**config.mk**
```make
export PLATFORM = sky130hd
export DESIGN_NAME = writeback_arbiter
export DESIGN_NICKNAME = d
export VERILOG_FILES = /design/src/rtl/writeback_arbiter.sv
export SDC_FILE = /design/constraint.sdc
export NUM_CORES = 1
export LEC_CHECK = 0
export BUFFER_PORTS_ARGS = -buffer_cell sky130_fd_sc_hd__buf_2
export CORE_MARGIN = 2
export CORE_UTILIZATION = 60
export CTS_BUF_LIST = sky130_fd_sc_hd__clkbuf_4
export DETAILED_ROUTE_END_ITERATION = 10
export PLACE_DENSITY = 0.86
export SLEW_MARGIN = 20
export SYNTH_ARGS = -nofsm -noshare
export SYNTH_HDL_FRONTEND = slang
export SYNTH_SLANG_ARGS = --single-unit
```
**constraint.sdc**
```tcl
create_clock -name clk -period 3.4 [get_ports clk]
set_input_delay 0.68 -clock clk [delete_from_list [all_inputs] [get_ports clk]]
set_output_delay 0.68 -clock clk [all_outputs]
set_load 0.01 [all_outputs]
```
**src/rtl/writeback_arbiter.sv**
```systemverilog
// Shares the register-file/predicate write port between unstallable memory load
// returns and ALU results. ALU results wait in a small in-order FIFO.
module writeback_arbiter #(
   parameter int unsigned DATA_W       = 16,
   parameter int unsigned ADDR_W       = 3,
   parameter int unsigned DEPTH        = 2,
   parameter int unsigned STARVE_LIMIT = 4
) (
   input  logic              clk,
   input  logic              rst,
   input  logic              alu_valid,
   output logic              alu_ready,
   input  logic              alu_use_rw,
   input  logic [ADDR_W-1:0] alu_rw_addr,
   input  logic [DATA_W-1:0] alu_data,
   input  logic              alu_write_ps,
   input  logic              mem_valid,
   input  logic [ADDR_W-1:0] mem_rw_addr,
   input  logic [DATA_W-1:0] mem_data,
   output logic              mem_hold,
   output logic              wb_valid,
   output logic              wb_use_rw,
   output logic [ADDR_W-1:0] wb_rw_addr,
   output logic [DATA_W-1:0] wb_data,
   output logic              wb_write_ps,
   output logic              wb_ps,
   input  logic [ADDR_W-1:0] query_addr,
   output logic              query_hit
);

   localparam int unsigned CNT_W = $clog2(DEPTH + 1);
   localparam int unsigned ST_W  = $clog2(STARVE_LIMIT + 1);

   typedef struct packed {
      logic              use_rw;
      logic [ADDR_W-1:0] addr;
      logic [DATA_W-1:0] data;
      logic              write_ps;
   } entry_t;

   entry_t            fifo_q [DEPTH];
   entry_t            fifo_d [DEPTH];
   logic [CNT_W-1:0]  count_q, count_d;
   logic [ST_W-1:0]   starve_q, starve_d;
   logic              mem_hold_q, mem_hold_d;
   logic              wb_valid_q, wb_valid_d;
   logic              wb_use_rw_q, wb_use_rw_d;
   logic [ADDR_W-1:0] wb_rw_addr_q, wb_rw_addr_d;
   logic [DATA_W-1:0] wb_data_q, wb_data_d;
   logic              wb_write_ps_q, wb_write_ps_d;
   logic              wb_ps_q, wb_ps_d;

   logic              fifo_empty;
   logic              alu_live;
   logic              enq;
   logic              deq;
   logic [CNT_W-1:0]  wr_idx;
   entry_t            alu_entry;
   entry_t            head;

   always_comb begin
      alu_ready  = (count_q < CNT_W'(DEPTH));
      fifo_empty = (count_q == '0);
      alu_live   = alu_valid && alu_ready && (alu_use_rw || alu_write_ps);
      alu_entry  = '{use_rw: alu_use_rw, addr: alu_rw_addr, data: alu_data,
                     write_ps: alu_write_ps};
      head       = fifo_q[0];
      deq        = !mem_valid && !fifo_empty;
      // Bypass only when nothing is buffered and memory is idle; otherwise queue.
      enq        = alu_live && (mem_valid || !fifo_empty);
      wr_idx     = deq ? count_q - 1'b1 : count_q;

      wb_valid_d    = 1'b0;
      wb_use_rw_d   = wb_use_rw_q;
      wb_rw_addr_d  = wb_rw_addr_q;
      wb_data_d     = wb_data_q;
      wb_write_ps_d = wb_write_ps_q;
      wb_ps_d       = wb_ps_q;

      if (mem_valid) begin
         wb_valid_d    = 1'b1;
         wb_use_rw_d   = 1'b1;
         wb_rw_addr_d  = mem_rw_addr;
         wb_data_d     = mem_data;
         wb_write_ps_d = 1'b0;
         wb_ps_d       = 1'b0;
      end else if (!fifo_empty) begin
         wb_valid_d    = 1'b1;
         wb_use_rw_d   = head.use_rw;
         wb_rw_addr_d  = head.addr;
         wb_data_d     = head.data;
         wb_write_ps_d = head.write_ps;
         wb_ps_d       = head.write_ps & head.data[0];
      end else if (alu_live) begin
         wb_valid_d    = 1'b1;
         wb_use_rw_d   = alu_use_rw;
         wb_rw_addr_d  = alu_rw_addr;
         wb_data_d     = alu_data;
         wb_write_ps_d = alu_write_ps;
         wb_ps_d       = alu_write_ps & alu_data[0];
      end

      fifo_d = fifo_q;
      if (deq) begin
         for (int unsigned i = 0; i + 1 < DEPTH; i++) fifo_d[i] = fifo_q[i + 1];
      end
      for (int unsigned i = 0; i < DEPTH; i++) begin
         if (enq && CNT_W'(i) == wr_idx) fifo_d[i] = alu_entry;
      end

      count_d = count_q;
      if (enq && !deq)      count_d = count_q + 1'b1;
      else if (deq && !enq) count_d = count_q - 1'b1;

      starve_d = '0;
      if (mem_valid && !fifo_empty) begin
         starve_d = (starve_q == ST_W'(STARVE_LIMIT)) ? starve_q : starve_q + 1'b1;
      end
      mem_hold_d = (starve_d == ST_W'(STARVE_LIMIT));

      query_hit = (mem_valid && mem_rw_addr == query_addr) ||
                  (wb_valid_q && wb_use_rw_q && wb_rw_addr_q == query_addr);
      for (int unsigned i = 0; i < DEPTH; i++) begin
         if (CNT_W'(i) < count_q && fifo_q[i].use_rw && fifo_q[i].addr == query_addr)
            query_hit = 1'b1;
      end
   end

   always_ff @(posedge clk or posedge rst) begin
      if (rst) begin
         for (int unsigned i = 0; i < DEPTH; i++) fifo_q[i] <= '0;
         count_q       <= '0;
         starve_q      <= '0;
         mem_hold_q    <= 1'b0;
         wb_valid_q    <= 1'b0;
         wb_use_rw_q   <= 1'b0;
         wb_rw_addr_q  <= '0;
         wb_data_q     <= '0;
         wb_write_ps_q <= 1'b0;
         wb_ps_q       <= 1'b0;
      end else begin
         for (int unsigned i = 0; i < DEPTH; i++) fifo_q[i] <= fifo_d[i];
         count_q       <= count_d;
         starve_q      <= starve_d;
         mem_hold_q    <= mem_hold_d;
         wb_valid_q    <= wb_valid_d;
         wb_use_rw_q   <= wb_use_rw_d;
         wb_rw_addr_q  <= wb_rw_addr_d;
         wb_data_q     <= wb_data_d;
         wb_write_ps_q <= wb_write_ps_d;
         wb_ps_q       <= wb_ps_d;
      end
   end

   assign mem_hold    = mem_hold_q;
   assign wb_valid    = wb_valid_q;
   assign wb_use_rw   = wb_use_rw_q;
   assign wb_rw_addr  = wb_rw_addr_q;
   assign wb_data     = wb_data_q;
   assign wb_write_ps = wb_write_ps_q;
   assign wb_ps       = wb_ps_q;

endmodule

```
==> metrics <==
max-cap violations 0; maximum clock path buffer count 2; fmax 344 MHz; gr ovfl total 0; Total Power 3420 µW; Die Span Y 80.9 µm; Startpoint Class register; Slew HR 0.507; drt drc 0; Worst setup startpoint count_q[1]; met3 global-route usage 0.0422; vias per cell 5.59; # IOs 73; DP HPWL 5.29 mm; H-tree depth 3; main area contributors after synthesis dfrtp_1 50%, mux2i_1 12%, mux2_2 6.3%; Syn Area/Cell 10.4 µm²; ant diodes 0; GR met2 Demand/Resource 0.377; CP Class reg2out; design area 4100 µm²; CTS Sinks 71; min Tclk post-route 2.91 ns; post_cts resized 0; crit path DAT 2.23 ns; VDD IR-drop max 370 µV; Synthesized Nets 394; Total GRT Usage 0.246; RSZ-0062 raised after global routing no; TritonCTS clock tree built; Worst Hold Class in2async; core area 5820 µm²; Total Wirelength 7.70 mm; # setup viols final 0; Slew Viols, Final 0; initial core utilization 0.611; Mapped Cells 343; # Post-CTS Setup Buffers 0; share of post-route cells with drive strength above 1 0.281; initial antenna violation count 0; crit path cell chain inv_1 -> ha_1 -> nor3b_1 -> nand3_1 -> nand4_1 -> buf_2; Cell Area, Synth 3550 µm²; clk slew on worst S/H paths 0.11 ns; first-pass GRT wire length 12.2 mm; Die W 80.9 µm; Post-synth EDFFs 0; Tcrit/Tclk final 0.855; number of global-route vias before repair 2547; Placement Cell Area 3950 µm²; Post-CTS Hold Buffers 0; status finished clean; ANT nets after route 0; Area Overhead vs Synth 15.5%; Worst Path Max Fanout 14; nets@finish 462; WP data required 2.72 ns; PwrDens 834 nW/µm²; most frequent cell after synthesis dfrtp_1; DR vias 2745; final hold slack 0.335 ns; crit end category output port; CP peak stage delay 0.66 ns; Wirelength per Cell 15.7 µm; ys flop type dfrtp_1; leak pwr 0.00189 µW; Port Buf Inserts 72; Yosys reg bits 71; post-synth top area cell dfrtp_1; Setup TNS Final 0 ns; largest net degree at the start of global routing 72; RePlAce Congestion 0.870; worst r2r src count_q[1]; Yosys warnings 0; synth unique cells 36; CP max stage cell ha_1; Placement Rows 28; Die ar. 6550 µm²; sequential share of the synthesized area 0.500; Skew-Pair Late Insertion Delay 0.40 ns; Pre-Repair DR Iteration Count 4; M1 GR Usage 0.341; fill cell count 451; clock skew 0.0115 ns; Worst Tran Pin Value 0.739 ns; final hold vios 0; root buf cell clkbuf_4; busiest grt layer met2; top-area cell type share of the netlist area 0.500; Post-synth top cells 71 x dfrtp_1, 44 x nand2_1, 41 x mux2i_1, 37 x o21ai_0, 27 x nor2_1; initial DRC count 247; ys async rst share 1.00; TritonCTS buffer count 9
==> final cells by class <==
type	instances	area [µm²]	share of cell area
Tap cell	75	93.8	0.0229
Inverter	9	33.8	0.00823
Clock inverter	5	72.6	0.0177
Sequential cell	71	1780	0.433
Clock buffer	11	82.6	0.0201
Multi-Input combinational cell	241	1620	0.394
Timing Repair Buffer	79	425	0.104
==> cell usage in the layout (no fill, tap or decap), types with 2 or more instances in the layout <==
cell	n
nor3b_1	2
clkbuf_4	11
nand4_1	3
mux2_2	20
nand2b_1	2
ha_1	4
nor3_1	2
dfrtp_1	71
a21oi_1	19
mux2i_1	41
nand2_1	44
mux2_1	2
inv_1	8
o211a_1	2
nor2_1	27
o21ai_1	5
clkinv_1	2
bufinv_16	2
nand3_1	4
xor2_1	4
buf_2	72
nand3b_1	2
buf_4	6
o21ai_0	37
xnor2_1	10
==> per-stage QoR <==
step / std cells / utilization / setup WS (ns)
floorplan: 343 / - / 0.923
global placement: 475 / 0.679 / 0.946
detailed placement: 475 / 0.679 / 0.901
CTS: 491 / 0.705 / 0.464
global route: 491 / 0.705 / 0.336
finish: 491 / 0.705 / 0.494
==> state kept, by name (all words and copies together) (netlist names) <==
| signal | flops |
|---|---|
| count_q | 2 |
| fifo_q | 42 |
| mem_hold | 1 |
| starve_q | 3 |
| wb_data | 16 |
| wb_ps | 1 |
| wb_rw_addr | 3 |
| wb_use_rw | 1 |
| wb_valid | 1 |
| wb_write_ps | 1 |
==> per-layer routing <==
layer / vias to the layer above / part of all wire
li1: 1326 / -
met1: 1313 / 0.46
met2: 88 / 0.47
met3: 18 / 0.051
met4: 0 / 0.022
met5: - / 0
==> logic make-up (layout without fill, tap and decap cells) <==
kind of cell / after synthesis / in the layout / synth area share
muxes: 63 / 63 / 0.185
DFF: 71 / 71 / 0.500
buffers and inverters: 31 / 104 / 0.0440
AOI/OAI and AO/OA: 68 / 68 / 0.106
xor gates and xnor gates: 14 / 14 / 0.0345
and+or+nand+nor: 92 / 92 / 0.115
adders and majority gates: 4 / 4 / 0.0141
==> critical path: cells and delay by family, from the launching register on <==
kind,cells,cell delay (ns)
AND/OR/NAND/NOR,3,0.42
adder cells (fa/ha/maj),1,0.66
flip-flops,1,0.42
buffers and inverters,2,0.31
==> where the power goes <==
| part | internal, µW | switching [µW] | total [µW] |
|---|---|---|---|
| Combinational | 642 | 728 | 1370 |
| Clock | 310 | 278 | 588 |
| Sequential | 1220 | 242 | 1460 |
| Total | 2170 | 1250 | 3420 |
==> path summary, 6_finish.rpt <==
| path | end | slack, ns | cells past startpoint |
|---|---|---|---|
| worst max-delay path | query_hit | 0.49 | 6 |
| max in group asynchronous | fifo_q[5] | 2.75 | 3 |
| worst max register to register | wb_rw_addr[2] | 0.87 | 6 |
| min in group clk | wb_data[15] | 0.48 | 2 |
| worst min-delay path | fifo_q[1] | 0.33 | 3 |
| worst min register to register | wb_data[15] | 0.48 | 2 |
Note: power is estimated with default switching activity, not from simulation.
